--- src/rtl/bp_btb.sv ---
// Direct-mapped branch target buffer with 2-bit saturating direction counters.
// Define BP_GSHARE_EN to predict direction from a GHR-indexed pattern table instead.
module bp_btb #(
    parameter int ADDR_W  = 15,
    parameter int ENTRIES = 16
) (
    input  logic              clk,
    input  logic              rst,
    input  logic [ADDR_W-1:0] lk_pc,
    output logic              pred_hit,
    output logic              pred_taken,
    output logic [ADDR_W-1:0] pred_target,
    input  logic              stall,
    input  logic              upd_valid,
    input  logic              upd_cond,
    input  logic [ADDR_W-1:0] upd_pc,
    input  logic              upd_taken,
    input  logic [ADDR_W-1:0] upd_target,
    input  logic              flush_all
);
    localparam int IDX_W = $clog2(ENTRIES);
    localparam int TAG_W = ADDR_W - IDX_W - 2;

    logic              validArr  [ENTRIES];
    logic [TAG_W-1:0]  tagArr    [ENTRIES];
    logic [ADDR_W-1:0] targetArr [ENTRIES];
    logic [1:0]        ctrArr    [ENTRIES];

    logic [IDX_W-1:0] lkIdx;
    logic [TAG_W-1:0] lkTag;
    logic [IDX_W-1:0] updIdx;
    logic [TAG_W-1:0] updTag;
    logic             updHit;
    logic             updTaken;
    logic             applyUpd;
    logic             unusedPcBits;

    function automatic logic [1:0] satUpd(input logic [1:0] ctr, input logic up);
        logic [1:0] res;
        res = ctr;
        if (up && ctr != 2'b11)
            res = ctr + 2'd1;
        else if (!up && ctr != 2'b00)
            res = ctr - 2'd1;
        return res;
    endfunction

    assign lkIdx  = lk_pc[IDX_W+1:2];
    assign lkTag  = lk_pc[ADDR_W-1:IDX_W+2];
    assign updIdx = upd_pc[IDX_W+1:2];
    assign updTag = upd_pc[ADDR_W-1:IDX_W+2];

    // Byte offset within the instruction word never affects prediction.
    assign unusedPcBits = ^{lk_pc[1:0], upd_pc[1:0]};

    assign pred_hit    = validArr[lkIdx] && (tagArr[lkIdx] == lkTag);
    assign pred_target = pred_hit ? targetArr[lkIdx] : '0;

    // Jumps are always taken regardless of upd_taken.
    assign updTaken = !upd_cond || upd_taken;
    assign updHit   = validArr[updIdx] && (tagArr[updIdx] == updTag);
    assign applyUpd = upd_valid && !stall && !flush_all;

    always_ff @(posedge clk or negedge rst) begin
        if (!rst) begin
            for (int i = 0; i < ENTRIES; i++) begin
                validArr[i]  <= 1'b0;
                tagArr[i]    <= '0;
                targetArr[i] <= '0;
                ctrArr[i]    <= 2'b01;
            end
        end else if (flush_all) begin
            for (int i = 0; i < ENTRIES; i++)
                validArr[i] <= 1'b0;
        end else if (applyUpd) begin
            if (updHit) begin
                ctrArr[updIdx] <= upd_cond ? satUpd(ctrArr[updIdx], upd_taken) : 2'b11;
                if (updTaken)
                    targetArr[updIdx] <= upd_target;
            end else if (updTaken) begin
                // Allocation replaces whatever occupied the slot, valid or not.
                validArr[updIdx]  <= 1'b1;
                tagArr[updIdx]    <= updTag;
                targetArr[updIdx] <= upd_target;
                ctrArr[updIdx]    <= upd_cond ? 2'b10 : 2'b11;
            end
        end
    end

`ifdef BP_GSHARE_EN
    logic [IDX_W-1:0] ghr;
    logic [1:0]       phtArr [ENTRIES];
    logic [IDX_W-1:0] lkXidx;
    logic [IDX_W-1:0] updXidx;

    assign lkXidx  = lkIdx ^ ghr;
    assign updXidx = updIdx ^ ghr;

    assign pred_taken = pred_hit && phtArr[lkXidx][1];

    // History is committed at resolve time only, so it is never speculative.
    always_ff @(posedge clk or negedge rst) begin
        if (!rst) begin
            ghr <= '0;
            for (int i = 0; i < ENTRIES; i++)
                phtArr[i] <= 2'b01;
        end else if (flush_all) begin
            ghr <= '0;
        end else if (applyUpd && upd_cond) begin
            phtArr[updXidx] <= satUpd(phtArr[updXidx], upd_taken);
            ghr             <= {ghr[IDX_W-2:0], upd_taken};
        end
    end
`else
    assign pred_taken = pred_hit && ctrArr[lkIdx][1];
`endif

endmodule

--- config.mk ---
export PLATFORM = sky130hd
export DESIGN_NAME = bp_btb
export DESIGN_NICKNAME = d
export VERILOG_FILES = /design/src/rtl/bp_btb.sv
export SDC_FILE = /design/constraint.sdc
export NUM_CORES = 1
export LEC_CHECK = 0
export CORE_UTILIZATION = 64
export CTS_CLUSTER_DIAMETER = 30
export CTS_CLUSTER_SIZE = 16
export DETAILED_ROUTE_END_ITERATION = 6
export DONT_BUFFER_PORTS = 1
export MAX_ROUTING_LAYER = met4
export PLACE_DENSITY = 0.79
export SYNTH_ARGS = -nofsm -noshare
export SYNTH_HDL_FRONTEND = slang
export SYNTH_SLANG_ARGS = --single-unit
--- constraint.sdc ---
create_clock -name clk -period 3.5 [get_ports clk]
set_input_delay 0 -clock clk [delete_from_list [all_inputs] [get_ports clk]]
set_output_delay 0 -clock clk [all_outputs]
set_load 0.02 [all_outputs]
==> out/metrics.cfg <==
[outcome]
outcome = finished with violations
violations = hold timing, slew limit

[place]
place_congestion = 0.862
dp.cells = 1806
io_buffer_count = 0
place_hpwl_mm = 27.9
dpl_cell_area_sq_um = 22100

[worst_setup_path]
cpLargestDelayFamily = multiplexers
path_common_cell = mux4_2
cp_max_fo = 17
max_stage_delay_ns = 0.54
worstPathRequired_ns = 3.50
crit_path_cell_trace = mux4_2, mux4_2, xnor2_2, nand4_1, or3_4, buf_12, nor2b_4, buf_6
crit_path_end_kind = output port
critPathBufInv = 2
path_class = reg -> out
crit_slowest_cell = mux4_2
cp.arrival_ns = 3.43
critPathLaunchType = flop

[global_routing]
grt_pass1_wl_mm = 84.0
antenna_found_initial = 0
grt_max_degree = 433
overflow = 0
grt_pass1_vias = 14100
grt_use_total_pct = 34.1

[layout]
layout.nets = 1544
instances_no_fill = 2003
antenna_cells = 0
area_growth_pct = 18.4
n_fill_cell = 1819
fin_area_sq_um = 25700
drive_above_1_share_pct = 47.0

[clock_tree]
clk_latency_ns = 0.59
path_clk_slew_ns = 0.05
postCtsSetupBuffers = 0
clock_path_buffers = 3
htreeDepth = 3
hold_buffers = 43
cts.sinks = 432
numCtsBuffers = 87
cts_tree = yes
cts_root_buf = clkbuf_16

[pwr]
p_clk_share_pct = 53.1
cellPowerDensity_nw_per_um2 = 615
p_sw_share_pct = 22.2
seqPwrFrac_pct = 37.7
p_switching_uw = 3500
comb_power_share_pct = 9.2
ir_drop_mv = 0.495
power_uw = 15800
power_leakage_uw = 0.0117
p_int_uw = 12300

[flow_run]
cap_violations = 0

[die]
die-area_sq_um = 34600
fp.dieW_microns = 186
start_util_pct = 64.8
fp.dieH_microns = 186
rows = 67
io_pins = 69
core_area_sq_um = 33400

[timing]
min_period_ns = 3.43
rsz0062_at_grt = true
tightest_slew_ns = 1.56
skew_ns = 0.0178
setup_viol = 0
period_share_pct = 98.0
fmax_mhz = 291
slew-limit-headroom_pct = -3.69
tns_ns = 0
hold_violations = 432
slew_violations = 92
hold_slack_ns = -0.862

[synth]
synth_edf_count = 0
synth-adder-area-share_pct = 0.115
synth_mux_area_share_pct = 40.0
synth-xor-area-share_pct = 0.930
synth.avg_cell_area_sq_um = 15.2
synth-simple-area-share_pct = 4.36
synth_ff_type = dfrtp_1
yosysWarningCount = 0
synthesis.area_sq_um = 21700
synth_compound_area_share_pct = 2.07
synthDistinctLibCells = 48
synth_top_family_by_area = multiplexers
postSynth.asyncResetShare_pct = 100
seq_area_frac_synth_pct = 50.0
synth_nets = 1481
synth_cells = 1427
ys_ff_latch = 432

[drt]
drtIter0Drc = 1387
vias = 13400
remaining_drc_errors = 0
wl_per_cell_microns = 27.0
ant_nets = 0
via_per_inst = 6.70
wl_mm = 54.0
dr.pass1.iters = 7

[worst_hold_path]
hold_class = in -> async

-- worst paths after layout --
check	start	endpoint	slack, ns	cells past startpoint
max	tagArr[72]	pred_target[5]	0.07	8
min in group clk	upd_pc[8]	ctrArr[8]	0.03	6
max reg2reg	tagArr[7]	tagArr[10]	0.26	10
min	rst	ctrArr[21]	-0.86	0
max in group asynchronous	rst	tagArr[86]	3.14	0
min reg2reg	targetArr[98]	targetArr[98]	0.50	1
-- sequential cells by signal (all words and copies together), names as in the netlist --
signal,flops
targetArr,240
tagArr,144
ctrArr,32
validArr,16
-- through the flow --
step / setup WS [ns] / utilization (%)
CTS: -0.00467 / 76.5
floorplan: 0.511 / -
global route: -0.0587 / 76.7
finish: 0.0685 / 76.7
global placement: 0.389 / 66.1
detailed placement: 0.323 / 66.1
-- worst register-to-register path, stage by stage, from the launching register on --
cell	delay (ns)
dfrtp_1	0.39
mux4_2	0.47
mux2i_1	0.20
xor2_1	0.21
nand4_1	0.17
mux2i_1	0.36
and3_2	0.50
buf_12	0.23
nor3_4	0.05
buf_4	0.22
mux2_2	0.31
-- cell usage in the layout (no fill, tap or decap), drive strengths merged, types with 9 or more instances in the layout --
cell,Yosys,routed
a21oi,46,46
and3,13,13
buf,41,49
bufinv,0,11
clkbuf,77,114
clkinv,0,17
clkinvlp,0,9
dfrtp,416,416
dfstp,16,16
dlygate4sd3,0,43
mux2,404,404
mux2i,30,30
mux4,170,170
nand2,35,35
nand3,9,9
nor2,51,51
nor2b,26,26
nor3,13,13
xnor2,12,12
xor2,11,11
-- synthesized netlist by cell type, types with 8 or more instances --
cell / instances / area [sq um]
a21oi_1: 46 / 230
xnor2_1: 12 / 105
xor2_1: 11 / 96.3
nor2_1: 40 / 150
mux2_2: 312 / 3510
dfstp_2: 16 / 420
clkbuf_1: 77 / 289
and3_1: 13 / 81.3
nor2_4: 8 / 90.1
nand2_1: 35 / 131
mux4_2: 170 / 3830
dfrtp_1: 416 / 10400
nor2b_1: 26 / 163
buf_2: 25 / 125
nor3_1: 9 / 45.0
nand3_1: 9 / 45.0
mux2_1: 92 / 1040
mux2i_1: 30 / 300
-- per-layer routing --
layer	wire length [microns]	global-route usage, %	part of all wire (%)	vias up
li1	-	-	-	5551
met1	22900	47.5	42	7232
met2	25900	51.1	48	527
met3	3710	6.69	6.9	119
met4	1420	11.1	2.6	0
met5	0	-	0	-
-- timing repair --
item,CTS,global route
endpoints found under the setup margin,14,16
resized for setup,10,18
hold endpoints to repair,864,432
pin swaps,1,2
-- kinds of logic (layout without fill, tap and decap cells) --
group,Yosys count,after routing
xor gates and xnor gates,23,23
buffers and inverters,122,250
and+or+nand+nor,170,170
AOI/OAI and AO/OA,74,74
adders and majority gates,2,2
DFF,432,432
muxes,604,604
-- power groups by stage --
stage	clock (uW)	combinational (uW)	sequential, uW
6_report	8390	1450	5950
5_1_grt	8720	1550	6010
4_1_cts	8450	1440	5940
3_5_place_dp	0	1310	5990
3_3_place_gp	0	1260	5950
2_1_floorplan	0	1280	5870
-- area by class of cell --
type / instances / area [sq um] / share of cell area (%)
clock buffer: 114 / 2460 / 9.59
clock inverter: 40 / 551 / 2.15
inverter: 4 / 15.0 / 0.0585
multi-input combinational: 873 / 10400 / 40.5
sequential: 432 / 10800 / 42.2
tap: 448 / 561 / 2.18
timing repair buffer: 92 / 851 / 3.32
Note: power is estimated with default switching activity, not from simulation.
